$ cat config.mk
export PLATFORM = sky130hd
export DESIGN_NAME = simd_alu_pipe
export DESIGN_NICKNAME = d
export VERILOG_FILES = /design/src/rtl/simd_alu_pipe.sv
export SDC_FILE = /design/constraint.sdc
export NUM_CORES = 1
export LEC_CHECK = 0
export CORE_ASPECT_RATIO = 1.75
export CORE_UTILIZATION = 45
export DETAILED_ROUTE_END_ITERATION = 16
export PLACE_DENSITY_LB_ADDON = 0.08
export SYNTH_ARGS = -nofsm -noshare
export SYNTH_HDL_FRONTEND = slang
export SYNTH_SLANG_ARGS = --single-unit
$ cat constraint.sdc
create_clock -name clk -period 3.05 [get_ports clk]
set_clock_uncertainty 0.2 [all_clocks]
set_input_delay 0.4575 -clock clk [delete_from_list [all_inputs] [get_ports clk]]
set_output_delay 0.4575 -clock clk [all_outputs]
set_load 0.02 [all_outputs]
$ cat src/rtl/simd_alu_pipe.sv
// Pipelined SIMD integer ALU. It computes on a whole word or on independent lanes, with optional signed saturation.
// Ops retire in issue order behind a valid/ready handshake. A single global enable freezes the pipe on back-pressure.

module simd_alu_elem #(
  parameter int W = 8
) (
  input  logic [3:0]   op,
  input  logic         sat,
  input  logic [W-1:0] a,
  input  logic [W-1:0] b,
  output logic [W-1:0] result
);

  localparam logic [W-1:0] MAX_POS = {1'b0, {(W-1){1'b1}}};
  localparam logic [W-1:0] MIN_NEG = {1'b1, {(W-1){1'b0}}};
  localparam logic [W-1:0] WIDTH   = W[W-1:0];

  logic [W-1:0]   sum;
  logic [W-1:0]   neg_a;
  logic [W-1:0]   mag_b;
  logic [2*W-1:0] prod;
  logic           sum_ovf;
  logic           prod_ovf;

  always_comb begin
    sum      = a + b;
    sum_ovf  = (a[W-1] == b[W-1]) && (sum[W-1] != a[W-1]);
    // Sign-extend both operands so the low 2W bits hold the exact signed product.
    prod     = {{W{a[W-1]}}, a} * {{W{b[W-1]}}, b};
    prod_ovf = (prod[2*W-1:W-1] != {(W+1){1'b0}}) && (prod[2*W-1:W-1] != {(W+1){1'b1}});
    neg_a    = -a;
    mag_b    = -b;
    result   = '0;
    case (op)
      4'd0: result = (sat && sum_ovf) ? (a[W-1] ? MIN_NEG : MAX_POS) : sum;
      4'd1: result = (sat && prod_ovf) ? (prod[2*W-1] ? MIN_NEG : MAX_POS) : prod[W-1:0];
      4'd2: begin
        // A negative b gives a logical right shift. When b is the most negative value, mag_b wraps to itself,
        // which is still >= W, so the result correctly clears to zero.
        if (!b[W-1]) result = (b >= WIDTH) ? '0 : (a << b);
        else         result = (mag_b >= WIDTH) ? '0 : (a >> mag_b);
      end
      4'd3: result = {{(W-1){1'b0}}, ($signed(a) < $signed(b))};
      4'd4: result = a & b;
      4'd5: result = a | b;
      4'd6: result = a ^ b;
      4'd7: result = {W{|a}};
      4'd8: result = (sat && (a == MIN_NEG)) ? MAX_POS : neg_a;
      4'd9: result = ~a;
      default: result = '0;
    endcase
  end

endmodule

module simd_alu_pipe #(
  parameter int WORD_W = 16,
  parameter int LANE_W = 8,
  parameter int STAGES = 2,
  parameter int TAG_W  = 4
) (
  input  logic              clk,
  input  logic              reset,
  input  logic              in_valid,
  output logic              in_ready,
  input  logic [3:0]        in_op,
  input  logic              in_lanes,
  input  logic              in_sat,
  input  logic [WORD_W-1:0] in_a,
  input  logic [WORD_W-1:0] in_b,
  input  logic [TAG_W-1:0]  in_tag,
  output logic              out_valid,
  input  logic              out_ready,
  output logic [WORD_W-1:0] out_result,
  output logic [TAG_W-1:0]  out_tag,
  output logic              out_err
);

  localparam int LANES = WORD_W / LANE_W;

  logic [WORD_W-1:0] word_res;
  logic [WORD_W-1:0] lane_res;
  logic [WORD_W-1:0] stage_in;
  logic              illegal;

  logic [STAGES-1:0] vld_q;
  logic [STAGES-1:0] err_q;
  logic [WORD_W-1:0] res_q [STAGES];
  logic [TAG_W-1:0]  tag_q [STAGES];

  simd_alu_elem #(.W(WORD_W)) u_word (
    .op     (in_op),
    .sat    (in_sat),
    .a      (in_a),
    .b      (in_b),
    .result (word_res)
  );

  for (genvar l = 0; l < LANES; l++) begin : g_lane
    simd_alu_elem #(.W(LANE_W)) u_lane (
      .op     (in_op),
      .sat    (in_sat),
      .a      (in_a[l*LANE_W +: LANE_W]),
      .b      (in_b[l*LANE_W +: LANE_W]),
      .result (lane_res[l*LANE_W +: LANE_W])
    );
  end

  assign illegal  = (in_op > 4'd9);
  assign stage_in = illegal ? '0 : (in_lanes ? lane_res : word_res);
  assign in_ready = !out_valid || out_ready;

  // The whole pipe advances or holds as one unit, so bubbles keep their slots during a stall.
  always_ff @(posedge clk or posedge reset) begin
    if (reset) begin
      vld_q <= '0;
      err_q <= '0;
      for (int i = 0; i < STAGES; i++) begin
        res_q[i] <= '0;
        tag_q[i] <= '0;
      end
    end else if (in_ready) begin
      vld_q[0] <= in_valid;
      err_q[0] <= illegal;
      res_q[0] <= stage_in;
      tag_q[0] <= in_tag;
      for (int i = 1; i < STAGES; i++) begin
        vld_q[i] <= vld_q[i-1];
        err_q[i] <= err_q[i-1];
        res_q[i] <= res_q[i-1];
        tag_q[i] <= tag_q[i-1];
      end
    end
  end

  assign out_valid  = vld_q[STAGES-1];
  assign out_err    = err_q[STAGES-1];
  assign out_result = res_q[STAGES-1];
  assign out_tag    = tag_q[STAGES-1];

endmodule

# ---- Word level (Yosys, flattened, before mapping)
# Cells that the tools add are included.
dict set report word_totals {
  regBits 44
  output_inout_bits 23
}
dict set report classes {
  addsub 9
  n_mul 3
  magnitude_cmp 10
  n_eq_ne 20
  shifts 6
  muxes 29
  bitwise 12
  n_reduce_logical 24
}
# cell n
set ops {}
lappend ops {{16-bit 2-to-1 mux} 10}
lappend ops {{16-bit case mux with 10 select lines} 1}
lappend ops {{8-bit case mux with 10 select lines} 2}
lappend ops {{8-bit 2-to-1 mux} 16}
lappend ops {{16-bit by 5-bit >= comparator with 1-bit output (second input constant)} 2}
lappend ops {{8-bit by 4-bit >= comparator with 1-bit output (second input constant)} 4}
lappend ops {{16-bit by 16-bit multiplier with 32-bit output} 1}
lappend ops {{8-bit by 8-bit multiplier with 16-bit output} 2}
lappend ops {{16-bit negation} 2}
lappend ops {{8-bit negation} 4}
lappend ops {{9-bit inequality test (second input constant)} 2}
lappend ops {{9-bit nonzero test} 2}
lappend ops {{17-bit inequality test (second input constant)} 1}
lappend ops {{17-bit nonzero test} 1}
lappend ops {{16-bit adder} 1}
lappend ops {{8-bit adder} 2}
lappend ops {{16-bit bitwise AND} 1}
lappend ops {{8-bit bitwise AND} 2}
lappend ops {{16-bit equality test (second input constant)} 1}
lappend ops {{4-bit by 3-bit equality test with 1-bit output (second input constant)} 4}
lappend ops {{8-bit equality test (second input constant)} 2}
lappend ops {{16-bit less-than comparator} 1}
lappend ops {{8-bit less-than comparator} 2}
lappend ops {{16-bit inverter} 1}
lappend ops {{other kinds (21)} 46}

# ---- Depth between registers and ports, before layout
dict set report depth {
  word_depth 8
  mapped_depth 30
  mapped_depth_nobuf 25
}

# ---- Modules after synthesis
# From an unflattened synthesis, not the netlist that was laid out.
dict set report hier_totals {
  hier_cells 3084
  hier_area_um2 25388.1
}
# mod n_inst cells_per_inst area_per_inst_um2 seq_area_each_um2
set by_module_without_submodules {}
lappend by_module_without_submodules {{simd_alu_elem at u_word} 1 1745 14053.5 0.0}
lappend by_module_without_submodules {{simd_alu_elem at g_lane[0].u_lane ...} 2 592 4598.2 0.0}
lappend by_module_without_submodules {simd_alu_pipe 1 155 2138.3 1101.1}

# ---- Worst setup path before layout
# Ideal clock, no wire load.
dict set report synth_path {
  path_type {input port to flip-flop}
  from {in in_b[1]}
  to {reg res_q[23] in the netlist's numbering}
  setup_time_ps 87
  arrival_ps 7562
  required_time_ps 2763
  path_slack_ps -4799
  path_stages 28
  cell_sequence {clkbuf_1 -> clkbuf_1 -> clkbuf_1 -> nand2_1 -> inv_1 -> fa_1 -> inv_1 -> fa_1 -> inv_1 -> fa_1 -> fa_1 -> fa_1 -> inv_1 -> fa_1 -> inv_1 -> ha_1 -> clkbuf_1 -> nand4_1 -> nor3_1 -> o211ai_1 -> nand3_1 -> xor2_1 -> or4b_4 -> nor4b_4 -> a311o_2 -> buf_6 -> o211ai_2 -> a211oi_2}
}
dict set report synth_via {
  elab_chain_cells 8
  word_cells_on_any_way 44
  classes_between {add/sub: 4; mul: 2; order compare: 4; eq/ne: 4; shift: 4; mux: 16; reduce/logical: 10}
}
# item line
set synth_lines {}
lappend synth_lines {{from (decl)} 70} ;# input logic [WORD_W-1:0] in_b,
lappend synth_lines {{16-bit by 16-bit multiplier with 32-bit output, or another cell as far along} 29} ;# prod = {{W{a[W-1]}}, a} * {{W{b[W-1]}}, b};
lappend synth_lines {{17-bit inequality test, or another cell as far along} 30} ;# prod_ovf = (prod[2*W-1:W-1] != {(W+1){1'b0}}) && (prod[2*W-1:W-1] != {(W+1){1'b1}});
lappend synth_lines {{1-bit logical AND (on tied branches)} {30, 27}}
lappend synth_lines {{1-bit logical AND (on tied branches)} {36, 35}}
lappend synth_lines {{16-bit 2-to-1 mux, or another cell as far along} 36} ;# 4'd1: result = (sat && prod_ovf) ? (prod[2*W-1] ? MIN_NEG : MAX_POS) : prod[W-1:0];
lappend synth_lines {{16-bit case mux with 10 select lines / 8-bit case mux with 10 select lines (equally long branches)} 34} ;# case (op)
lappend synth_lines {{16-bit 2-to-1 mux (*) (2 in series)} 110} ;# assign stage_in = illegal ? '0 : (in_lanes ? lane_res : word_res);
lappend synth_lines {{to (signal, indexed assignment)} 130} ;# res_q[i] <= res_q[i-1];
lappend synth_lines {{to (decl)} 88} ;# logic [WORD_W-1:0] res_q [STAGES];
# Mark *: on every way between the ends. The rest lies on a longest branch, timed or not.
# A chain may end at the register's enable or synchronous reset.

# ---- Worst setup path after layout
dict set report layout_path {
  from {in in_b[3]}
  to {reg res_q[28] in the netlist's numbering}
}
dict set report layout_via {
  elab_chain_cells 8
  word_cells_on_any_way 23
  classes_between {add/sub: 2; mul: 1; order compare: 2; eq/ne: 2; shift: 2; mux: 9; reduce/logical: 5}
}
# item line
set layout_lines {}
lappend layout_lines {{16-bit by 16-bit multiplier with 32-bit output / 16-bit adder (equally long branches)} {29, 26}}
lappend layout_lines {{17-bit inequality test, or another cell as far along} 30}
lappend layout_lines {{1-bit logical AND (on tied branches)} {30, 27}}
lappend layout_lines {{1-bit logical AND (on tied branches)} {36, 35}}
lappend layout_lines {{16-bit 2-to-1 mux (on tied branches)} {36, 35}}
lappend layout_lines {{16-bit case mux with 10 select lines (*)} 34}
lappend layout_lines {{16-bit 2-to-1 mux (*) (2 in series)} 110}
# Marks and branches as above.

==> flow_summary.ini <==
[route]
routed_via_density = 5.82
drtPass1Iterations = 9
ant_nets = 0
route.detailed.drc = 0
routedWlPerCell_um = 25.3
drt_iter0_markers = 1900
routed_wl_mm = 107
routed-via-count = 24600

[critical_path]
worstSetupPathType = in2reg
critPathLaunchType = primary input
crit_path_max_incr_delay_ns = 0.61
reg2reg_slack_ns = 0.73
slowest_stage = fa_1
critPathBufInv = 6
cp_common_cell = fa_1
timing.rr.start = vld_q[1]
crit_required_ns = 3.10
cp.depth = 24
cp_max_fo = 6
arrival_ns = 7.54
path_cells = buf_8 > clkinvlp_4 > nor2_4 > fa_2 > inv_2 > fa_1 > inv_4 > buf_12 > fa_1 > fa_1 > fa_1 > fa_1 > ha_4 > nand4_1 > nor3_2 > o211ai_1 > nand3_2 > xor2_2 > or4b_4 > nor4b_4 > a311oi_2 > buf_6 > a211oi_4 > o21a_1
rr_endpoint = res_q[29]
crit_family = adder cells
rr_worst_depth = 6
end_kind = flip-flop

[yosys]
syn_area_per_cell_um2 = 7.94
synth_edf_count = 0
synth_fp_nets = 3347
ys_async_sr_fraction_pct = 100
ys_seq_elements = 44
ys_seq_area_share_pct = 5.03
ys_types = 89
ys_dominant_reg_cell = dfrtp_1
syn_area_mm2 = 0.0219
synthCells = 2754
synth-warning-count = 0

[cts]
cts_root_buf = clkbuf_16
clk_path_buf_depth = 2
cts.htree.levels = 2
clk_pin_slew_ns = 0.08
holdBufCountCts = 0
clock_latency_ns = 0.30
cts_made_buffers = 5
cts_sinks = 44
cts_tree = built

[timing]
finalMaxSlewViolations = 0
finalCritPeriodShare_pct = 246
finalWorstSetupSlack_ns = -4.44
finalSetupViolCount = 16
worst_slew_pin_slew_ns = 0.790
layout_min_cycle_time_ns = 7.49
hold_viol = 0
slew_headroom_pct = 46.7
rsz0062_at_grt = true
fin_tns_setup_ns = -67.97
fmax_mhz = 133

[final_layout]
fin_nets = 4166
area_delta_synth_final_pct = 41.1
final_cell_mix = buf_4 (833), inv_1 (429), nand2_1 (344)
register_area_mm2 = 0.00110
fillCellCount = 4137
mostFrequentLayoutCell = buf_4
drive_gt1_share_pct = 31.5
diodes = 0
multi_input_area_mm2 = 0.0189

[placed_design]
pre_cts_ws_ns = -6.29
place.gp.congestion = 1.05
port_buffers = 68
dp_hpwl_mm = 89.4

[global_routing]
overflow = 0
antenna_found_initial = 2
track_usage_pct = 43.7
grt_max_degree = 42
grt_pass1_wl_mm = 158
grt_pass1_vias = 26500

[die]
fp.dieH_um = 294
die_w_um = 169
core_mm2 = 0.0479
std_cell_rows = 106
initial_core_util_pct = 45.7
pin_count = 69
dieArea_mm2 = 0.0495

[run]
maxCapViolations = 0

[run_status]
failed_checks = negative setup slack
outcome = complete, but fails checks

[hold_path]
min_path_type = in2async
per-stage QoR:
step | std cells | util, % | hold slack (ns) | instance area (µm²)
CTS | 4212 | 63.9 | 0.163 | 30600
detailed placement | 4148 | 61.3 | 0.255 | 29300
global placement | 4148 | 61.3 | 0.246 | 29300
global route | 4222 | 64.5 | 0.190 | 30900
floorplan | 2754 | - | 0.230 | 22100
finish | 4222 | 64.5 | 0.159 | 30900
synth_stat cells (all sizes together), types with 8 or more instances:
library cell / number / area share, %
nand4: 28 / 0.80
a211oi: 34 / 1.2
fa: 352 / 32
or2: 8 / 0.23
o22ai: 17 / 0.49
mux2i: 18 / 0.82
a22oi: 9 / 0.31
a31oi: 29 / 0.83
a21o: 22 / 0.75
clkinv: 11 / 0.19
nand2: 356 / 6.1
a21boi: 8 / 0.27
mux4: 8 / 0.82
dfrtp: 44 / 5.0
buf: 54 / 1.4
nor3: 52 / 1.2
o21a: 17 / 0.58
inv: 466 / 8.0
xnor2: 69 / 2.8
nand2b: 11 / 0.31
a21oi: 150 / 3.5
ha: 195 / 11
and3: 20 / 0.57
or3: 9 / 0.26
nand3: 47 / 1.1
and2: 16 / 0.46
nor4: 18 / 0.51
o21ai: 111 / 2.6
a2111oi: 11 / 0.53
clkbuf: 102 / 1.8
o211ai: 40 / 1.4
nor2b: 12 / 0.34
a221oi: 9 / 0.36
xor2: 25 / 1.0
o21bai: 10 / 0.34
o2111ai: 8 / 0.32
nor2: 225 / 3.9
o211a: 14 / 0.64
worst register-to-register path, delay by kind of cell (launching register included):
kind	cells	cell delay, ns
buffers and inverters	2	0.42
AO/OA/AOI/OAI	2	0.44
flip-flops	1	0.39
AND/OR/NAND/NOR	2	0.78
final cells by class:
| class | count | share of cell area, % |
|---|---|---|
| multi-input cells | 2077 | 61.4 |
| well taps | 648 | 2.63 |
| repair buffers | 968 | 25.9 |
| clock inverters | 3 | 0.154 |
| clock buffers | 5 | 0.405 |
| inverters | 477 | 5.98 |
| flip-flops and latches | 44 | 3.57 |
timing repair:
item                                    CTS  global route
setup buffers                            52             9
gates cloned                              5             1
pin swaps                                77            49
endpoints found under the setup margin   16            16
resized for setup                       275            53
worst max-delay path by stage:
stage                        start   endpoint
final                      in_b[3]  res_q[28]
after global routing       in_b[3]  res_q[28]
after CTS                 in_a[12]  res_q[31]
after detailed placement   in_b[3]  res_q[31]
after global placement     in_b[3]  res_q[31]
after floorplan            in_b[1]  res_q[23]
sequential cells by signal, summed over array words and instances (netlist names):
name and cells:
err_q 2, tag_q 4, vld_q 2, out_result 16, out_tag 4, res_q 16
per-layer routing:
layer  vias to the layer above  routed length (µm)  track usage (%)
met5                         -                  13                0
met4                         2               13500             44.0
met3                       628                7430             8.26
met2                      1278               52000             75.6
met1                     12000               33800             42.9
li1                      10700                   -                -
cell families after synthesis:
kind of cell / Yosys count / share of synthesized area (%)
mux: 33 / 2.02
compound gates: 564 / 17.1
flops: 44 / 5.03
buf+inv: 633 / 11.3
xor+xnor: 96 / 3.97
fa+ha+maj: 547 / 43.4
simple gates: 837 / 17.2
Power is not shown: default switching activity piles up to over one toggle a cycle in this logic, so the estimate is an artifact.
